### config.mk
export PLATFORM = sky130hd
export DESIGN_NAME = scan_decoder
export DESIGN_NICKNAME = d
export VERILOG_FILES = /design/src/rtl/scan_decoder.sv
export SDC_FILE = /design/constraint.sdc
export NUM_CORES = 1
export LEC_CHECK = 0
export CELL_PAD_IN_SITES_DETAIL_PLACEMENT = 1
export CELL_PAD_IN_SITES_GLOBAL_PLACEMENT = 2
export CORE_ASPECT_RATIO = 1.2
export CORE_MARGIN = 2
export CORE_UTILIZATION = 30
export DETAILED_ROUTE_END_ITERATION = 6
export PLACE_DENSITY = 0.79
export SETUP_SLACK_MARGIN = 0.02
export SYNTH_ARGS = -nofsm -noshare
export SYNTH_HDL_FRONTEND = slang
export SYNTH_SLANG_ARGS = --single-unit
### constraint.sdc
create_clock -name clk -period 4.3 [get_ports clk]
set_input_delay 0.645 -clock clk [delete_from_list [all_inputs] [get_ports clk]]
set_output_delay 0.645 -clock clk [all_outputs]
set_load 0.02 [all_outputs]
### src/rtl/scan_decoder.sv
// Binary-to-one-hot decoder with a registered output. DIRECT mode decodes handshaked
// select codes; SCAN mode walks the one-hot position with a programmable dwell and blanking.
module scan_decoder #(
  parameter int N_OUT = 8,
  parameter int DWELL = 4,
  parameter int BLANK = 1
) (
  input  logic                       clk,
  input  logic                       rst,
  input  logic                       en,
  input  logic                       mode,
  input  logic [$clog2(N_OUT)-1:0]   din,
  input  logic                       din_valid,
  output logic                       din_ready,
  output logic [N_OUT-1:0]           dout,
  output logic                       dout_valid,
  output logic [$clog2(N_OUT)-1:0]   idx,
  output logic                       wrap,
  output logic                       err
);

  localparam int SEL_W   = $clog2(N_OUT);
  localparam int CNT_MAX = (DWELL > BLANK) ? DWELL : BLANK;
  localparam int CNT_W   = $clog2(CNT_MAX + 1);

  typedef enum logic [1:0] {
    IDLE   = 2'd0,
    DIRECT = 2'd1,
    SHOW   = 2'd2,
    BLNK   = 2'd3
  } state_t;

  state_t               state_q, state_d;
  logic [N_OUT-1:0]     dout_q, dout_d;
  logic                 dout_valid_q, dout_valid_d;
  logic [SEL_W-1:0]     idx_q, idx_d;
  logic                 wrap_q, wrap_d;
  logic                 err_q, err_d;
  logic [CNT_W-1:0]     cnt_q, cnt_d;
  logic [SEL_W-1:0]     idx_next;
  logic                 accept;
  logic                 din_in_range;

  function automatic logic [N_OUT-1:0] one_hot(input logic [SEL_W-1:0] sel);
    logic [N_OUT-1:0] base;
    base = {{(N_OUT-1){1'b0}}, 1'b1};
    return base << sel;
  endfunction

  assign din_ready    = (state_q == DIRECT);
  assign accept       = din_valid & din_ready;
  assign din_in_range = ({1'b0, din} < (SEL_W+1)'(N_OUT));
  assign idx_next     = (idx_q == SEL_W'(N_OUT - 1)) ? {SEL_W{1'b0}} : idx_q + SEL_W'(1);

  // cnt counts cycles already spent in the current SHOW or BLNK phase, including this one.
  always_comb begin
    state_d      = state_q;
    dout_d       = dout_q;
    dout_valid_d = 1'b0;
    idx_d        = idx_q;
    wrap_d       = 1'b0;
    err_d        = 1'b0;
    cnt_d        = cnt_q;
    if (!en) begin
      state_d = IDLE;
      dout_d  = {N_OUT{1'b0}};
      cnt_d   = {CNT_W{1'b0}};
    end else begin
      case (state_q)
        IDLE: begin
          if (mode) begin
            state_d      = SHOW;
            dout_d       = one_hot(idx_q);
            dout_valid_d = 1'b1;
            cnt_d        = CNT_W'(1);
          end else begin
            state_d = DIRECT;
            dout_d  = {N_OUT{1'b0}};
            cnt_d   = {CNT_W{1'b0}};
          end
        end
        DIRECT: begin
          if (mode) begin
            state_d = IDLE;
            dout_d  = {N_OUT{1'b0}};
          end else if (accept) begin
            if (din_in_range) begin
              dout_d       = one_hot(din);
              idx_d        = din;
              dout_valid_d = 1'b1;
            end else begin
              dout_d = {N_OUT{1'b0}};
              err_d  = 1'b1;
            end
          end else begin
            dout_d = dout_q;
          end
        end
        SHOW: begin
          if (!mode) begin
            state_d = IDLE;
            dout_d  = {N_OUT{1'b0}};
            cnt_d   = {CNT_W{1'b0}};
          end else if (cnt_q < CNT_W'(DWELL)) begin
            dout_valid_d = 1'b1;
            cnt_d        = cnt_q + CNT_W'(1);
          end else if (BLANK > 0) begin
            state_d = BLNK;
            dout_d  = {N_OUT{1'b0}};
            cnt_d   = CNT_W'(1);
          end else begin
            idx_d        = idx_next;
            dout_d       = one_hot(idx_next);
            dout_valid_d = 1'b1;
            wrap_d       = (idx_q == SEL_W'(N_OUT - 1));
            cnt_d        = CNT_W'(1);
          end
        end
        BLNK: begin
          if (!mode) begin
            state_d = IDLE;
            dout_d  = {N_OUT{1'b0}};
            cnt_d   = {CNT_W{1'b0}};
          end else if (cnt_q < CNT_W'(BLANK)) begin
            cnt_d = cnt_q + CNT_W'(1);
          end else begin
            state_d      = SHOW;
            idx_d        = idx_next;
            dout_d       = one_hot(idx_next);
            dout_valid_d = 1'b1;
            wrap_d       = (idx_q == SEL_W'(N_OUT - 1));
            cnt_d        = CNT_W'(1);
          end
        end
        default: begin
          state_d = IDLE;
          dout_d  = {N_OUT{1'b0}};
          cnt_d   = {CNT_W{1'b0}};
        end
      endcase
    end
  end

  always_ff @(posedge clk) begin
    if (rst) begin
      state_q      <= IDLE;
      dout_q       <= {N_OUT{1'b0}};
      dout_valid_q <= 1'b0;
      idx_q        <= {SEL_W{1'b0}};
      wrap_q       <= 1'b0;
      err_q        <= 1'b0;
      cnt_q        <= {CNT_W{1'b0}};
    end else begin
      state_q      <= state_d;
      dout_q       <= dout_d;
      dout_valid_q <= dout_valid_d;
      idx_q        <= idx_d;
      wrap_q       <= wrap_d;
      err_q        <= err_d;
      cnt_q        <= cnt_d;
    end
  end

  assign dout       = dout_q;
  assign dout_valid = dout_valid_q;
  assign idx        = idx_q;
  assign wrap       = wrap_q;
  assign err        = err_q;

endmodule

Word level (Yosys, flattened, before mapping)
Index checks and enable logic that the tools add are counted.
{ "word_totals": {"wordCells": 72, "ff_bits": 18, "input_bits": 8, "out_inout_bits": 15} }
{ "op_classes": {"n_lt_le_gt_ge": 2, "eq_ne": 12, "reduce_logical": 8, "n_mux": 35, "n_shift": 3, "bitwise_logic": 4, "addsub": 2} }
{ "op_table": {"columns": ["operator", "count"], "rows": [
  ["2-to-1 mux 8 bit", 7],
  ["one-hot mux 8 bit (4 select lines)", 1],
  ["2-to-1 mux 3 bit", 9],
  ["left shift 1 x 3 -> 8 bit, first input constant", 3],
  ["2-to-1 mux 2 bit", 6],
  ["one-hot mux 3 bit (3 select lines)", 1],
  ["2-to-1 mux 1 bit", 8],
  ["inequality test 2 bit, second input constant", 4],
  ["one-hot mux 2 bit (4 select lines)", 1],
  ["adder 3 x 1 -> 3 bit, second input constant", 2],
  ["inequality test 3 bit, second input constant", 2],
  ["one-hot mux 3 bit (2 select lines)", 1],
  ["AND reduction 3 bit", 2],
  ["AND reduction 6 bit", 1],
  ["OR reduction 5 bit", 1],
  ["equality test 2 bit, second input constant", 2],
  ["one-hot mux 1 bit (4 select lines)", 1],
  ["equality test 3 bit, second input constant", 1],
  ["less-than comparator 3 x 1 -> 1 bit, second input constant", 1],
  ["less-than comparator 3 bit, second input constant", 1],
  ["inequality test 3 x 2 -> 1 bit, second input constant", 1],
  ["inverter 1 bit", 3],
  ["nonzero test 3 bit", 1],
  ["equality test 2 x 1 -> 1 bit, second input constant", 1],
  ["5 further kinds", 5]
]} }

Logic depth before layout (Yosys ltp)
{ "depth": {"depth_word": 6, "mapped_depth": 7, "mapped_depth_nobuf": 6} }

Least setup slack after synthesis
OpenSTA, ideal clock, no wires.
{ "synth_path": {"kind": "register to register", "from": "register idx_q[1], in the netlist idx[1]", "to": "register dout_q[6], in the netlist dout[6]", "setup_slack_ns": 2.640, "setup_ns": 0.123, "stages_incl_launch_ff": 8, "t_arrival_ns": 1.537, "t_required_ns": 4.177, "synth_period_minus_slack_ns": 1.660, "path_buffers": 1, "path_cell_list": "dfxtp_1 ha_1 ha_1 clkbuf_1 nand3b_1 nor2_1 a311oi_1 a21oi_1"} }
{ "synth_via": {"elab_chain_cells": 6, "elab_cells_between_ends": 9, "cone_classes": "add/sub (1); eq/ne (1); shift (2); mux (5)"} }
{ "synth_rtl": {"columns": ["element", "line", "text"], "rows": [
  ["start: declaration", "36", "logic [SEL_W-1:0] idx_q, idx_d;"],
  ["start signal: assignment", "149", "idx_q <= {SEL_W{1'b0}};"],
  ["start signal: assignment", "157", "idx_q <= idx_d;"],
  ["adder 3 x 1 -> 3 bit or equality test 3 bit (tied branches)", "53", "assign idx_next = (idx_q == SEL_W'(N_OUT - 1)) ? {SEL_W{1'b0}} : idx_q + SEL_W'(1);"],
  ["2-to-1 mux 3 bit", "53", null],
  ["left shift 1 x 3 -> 8 bit", "47", "return base << sel;"],
  ["2-to-1 mux 8 bit", "124", "end else if (cnt_q < CNT_W'(BLANK)) begin"],
  ["2-to-1 mux 8 bit", "120", "if (!mode) begin"],
  ["one-hot mux 8 bit (4 select lines) (*)", "69", "case (state_q)"],
  ["end signal: assignment", "147", "dout_q <= {N_OUT{1'b0}};"],
  ["end signal: assignment", "155", "dout_q <= dout_d;"],
  ["end: declaration", "34", "logic [N_OUT-1:0] dout_q, dout_d;"]
]} }
Mark *: on every way between the ends. The rest lies on a longest branch, timed or not. The select of a mux whose other input is x is not followed.
A chain may end at the register's enable or synchronous reset.

Final worst setup path
{ "layout_path": {"from": "register state_q[1]", "to": "output din_ready"} }
{ "layout_via": {"elab_chain_cells": 1} }
{ "layout_rtl": {"columns": ["element", "line", "text"], "rows": [
  ["start: declaration", "33", "state_t state_q, state_d;"],
  ["start signal: assignment", "154", "state_q <= state_d;"],
  ["equality test 2 x 1 -> 1 bit", "50", "assign din_ready = (state_q == DIRECT);"],
  ["end: declaration", "14", "output logic din_ready,"]
]} }
Every way passes these cells.

==> run summary <==
Crit path from = state_q[1]$_SDFFE_PP0P_
WL per Instance = 15.6 um
Share of cells above drive strength 1 = 0.0500
Synth Net Count = 163
Ant. Diodes = 0
Sequential power share = 0.478
Combinational power share = 0.135
Seq cells post-synth = 18
HP Class = reg -> reg
Cell area after layout = 0.00145 sq mm
Outcome = completed
Switch share = 0.265
Mapped Cells = 147
Cell variety after synth = 44
Core Area = 0.00369 sq mm
Final setup violation count = 0
Via density = 5.50
Clk root buf = clkbuf_8
GRT Residual Overflow = 0
CTS Sinks = 18
Largest net degree at the start of global routing = 28
Top Ports = 23
Crit path kind = reg -> out
Pleak = 0.484 nW
Highest-count cells in the layout ignoring fill and taps = 21 x clkdlybuf4s50_1, 18 x dfxtp_1, 13 x a21oi_1, 11 x nor2_1, 10 x o21ai_0
Internal power = 0.000274 W
WP depth = 3
Slew @ Worst Pin = 0.842 ns
Ys async rst share = 0
DR vias = 1,166
Critical path's slowest cell = dfxtp_1
Setup slack at placement = 1.53 ns
NumNets Final = 177
Final hold vios = 0
Max-cap viol count = 0
Fin crit share = 0.616
Initial Util = 0.319
Die ar. = 0.00445 sq mm
Required @ worst endpoint = 3.65 ns
Clk network pwr share = 0.387
CP Buf/Inv Count = 2
Vias in the first global route = 1,171
Setup TNS = 0 ns
First-pass GRT wire length = 5.60 mm
Gr usage total = 0.165
Antenna-violating nets left = 0
Worst Skew = 0.00599 ns
CP arrival = 2.01 ns
Fmax = 377 MHz
Register area share after synthesis = 0.305
Drt pass-1 iters = 4
CTS H-Tree Depth = 1
Critical path peak fanout = 27
Die Ht = 72.7 um
Clock slew at reported path FFs = 0.07 ns
Avg Inst Size Synth = 8.03 sq um
Syn. warnings = 0
PortBufs = 21
Placed inst area = 0.00139 sq mm
Max VDD drop = 0.106 mV
Final core occ = 0.391
CTS Hold Bufs = 0
# DRC = 0
Slowest stage delay, CP = 0.87 ns
Initial antenna violation count = 0
Total wire length = 3.31 mm
Critical path cell sequence = nand2b_1 > inv_1 > clkdlybuf4s50_1
DP Wirelength = 2.42 mm
Post-CTS setup buffers = 0
Cell area power density = 258 mW/mm^2
Fin crit period = 2.65 ns
R2r endpoint = dout[7]$_SDFFE_PP0P_
Worst setup SP type = register
Area grow syn2layout = 22.5%
Final WS setup = 1.65 ns
CTS max path bufs = 2
Die Wd = 61.3 um
Post-synth EDFFs = 0
Reg-to-reg startpoint = idx[0]$_SDFFE_PP0P_
Post-synthesis cell area = 0.00118 sq mm
Final hold slack = 0.519 ns
PostCTS Resize Cnt = 0
Leading cell type in the layout, fill and taps excluded = clkdlybuf4s50_1
CTS tree = built
Clock latency on the worst-skew pair = 0.26 ns
R2R Setup Slk = 2.20 ns
RSZ-0062 raised after global routing = no
Row Count = 24
DRT iter0 DRCs = 61
Gpl congestion = 0.843
Slew headroom = 0.438
CP top delay family = flip-flops
CP endpoint kind = primary output
Number of CTS-inserted buffers = 3
Net switching power = 0.0000986 W
Fin. max-slew vios = 0
CP Capture Point = din_ready
Most used DFF post-synth = dfxtp_1
R2R depth = 6
==> cell type report <==
cell class | count | area (sq um)
timing repair buffer | 21 | 210
inverter | 5 | 18.8
multi-input combinational | 112 | 736
fill | 458 | 2250
sequential | 18 | 360
clock buffer | 4 | 55.1
tap | 52 | 65.1
==> power by group through the flow <==
stage / registers (W) / clock network [W] / logic (W)
floorplan: 0.000179 / 0 / 0.0000323
global placement: 0.000181 / 0 / 0.0000493
detailed placement: 0.000182 / 0 / 0.0000500
CTS: 0.000178 / 0.000147 / 0.0000504
global route: 0.000179 / 0.000156 / 0.0000547
finish: 0.000178 / 0.000144 / 0.0000503
==> synth_stat cells, drive strengths merged, types with 2 or more instances <==
cell type,number,area [sq um]
nor2,11,41.3
o21ai,13,65.1
buf,9,53.8
ha,8,100
nand2b,5,31.3
a21oi,14,81.3
inv,5,18.8
nor3,9,45.0
a211oi,5,37.5
o22ai,3,18.8
nor4,3,18.8
nand3b,3,22.5
nor2b,3,18.8
clkbuf,3,11.3
dfxtp,18,360
nor3b,2,20.0
nand2,9,33.8
a22oi,2,15.0
nand4b,2,17.5
==> flip-flops by register name, summed over array words and instances (netlist names) <==
name,count
idx,3
cnt_q,3
state_q,2
dout,8
dout_valid,1
wrap,1
==> metrics by stage <==
stage,power (W),cells
after floorplan,0.000212,147
after global placement,0.000231,208
after detailed placement,0.000232,208
after CTS,0.000375,212
after global routing,0.000389,212
final,0.000372,212
==> worst register-to-register path, stage by stage (launching register included) <==
cell and delay (ns):
dfxtp_1 0.57, ha_1 0.28, ha_1 0.37, nand2b_1 0.22, nor3_1 0.06, a211oi_1 0.33, a21oi_1 0.12
==> metal layers <==
metal	share of wire	up-vias	routed length [um]	global-route usage
met5	0	-	0	0
li1	-	565	-	-
met1	0.44	563	1470	0.214
met3	0.053	8	176	0.0337
met4	0.018	0	58	0.0580
met2	0.49	30	1600	0.267
==> cell families after synthesis <==
family	synth area share
AOI/OAI and AO/OA	0.263
DFF	0.305
and+or+nand+nor	0.264
muxes	0.00848
adders and majority gates	0.0848
buffers and inverters	0.0710
other	0.00318
==> how the worst min path moves through the flow <==
| stage | from | to | slack [ns] | cells past startpoint |
|---|---|---|---|---|
| finish | dout[5]$_SDFFE_PP0P_ | dout[5]$_SDFFE_PP0P_ | 0.52 | 1 |
| floorplan | cnt_q[1]$_SDFFE_PP0P_ | cnt_q[1]$_SDFFE_PP0P_ | 0.55 | 2 |
| CTS | dout[5]$_SDFFE_PP0P_ | dout[5]$_SDFFE_PP0P_ | 0.52 | 1 |
| global placement | dout[5]$_SDFFE_PP0P_ | dout[5]$_SDFFE_PP0P_ | 0.49 | 1 |
| detailed placement | dout[5]$_SDFFE_PP0P_ | dout[5]$_SDFFE_PP0P_ | 0.50 | 1 |
| global route | dout[5]$_SDFFE_PP0P_ | dout[5]$_SDFFE_PP0P_ | 0.56 | 1 |
Power figures use the tool's default switching activity.
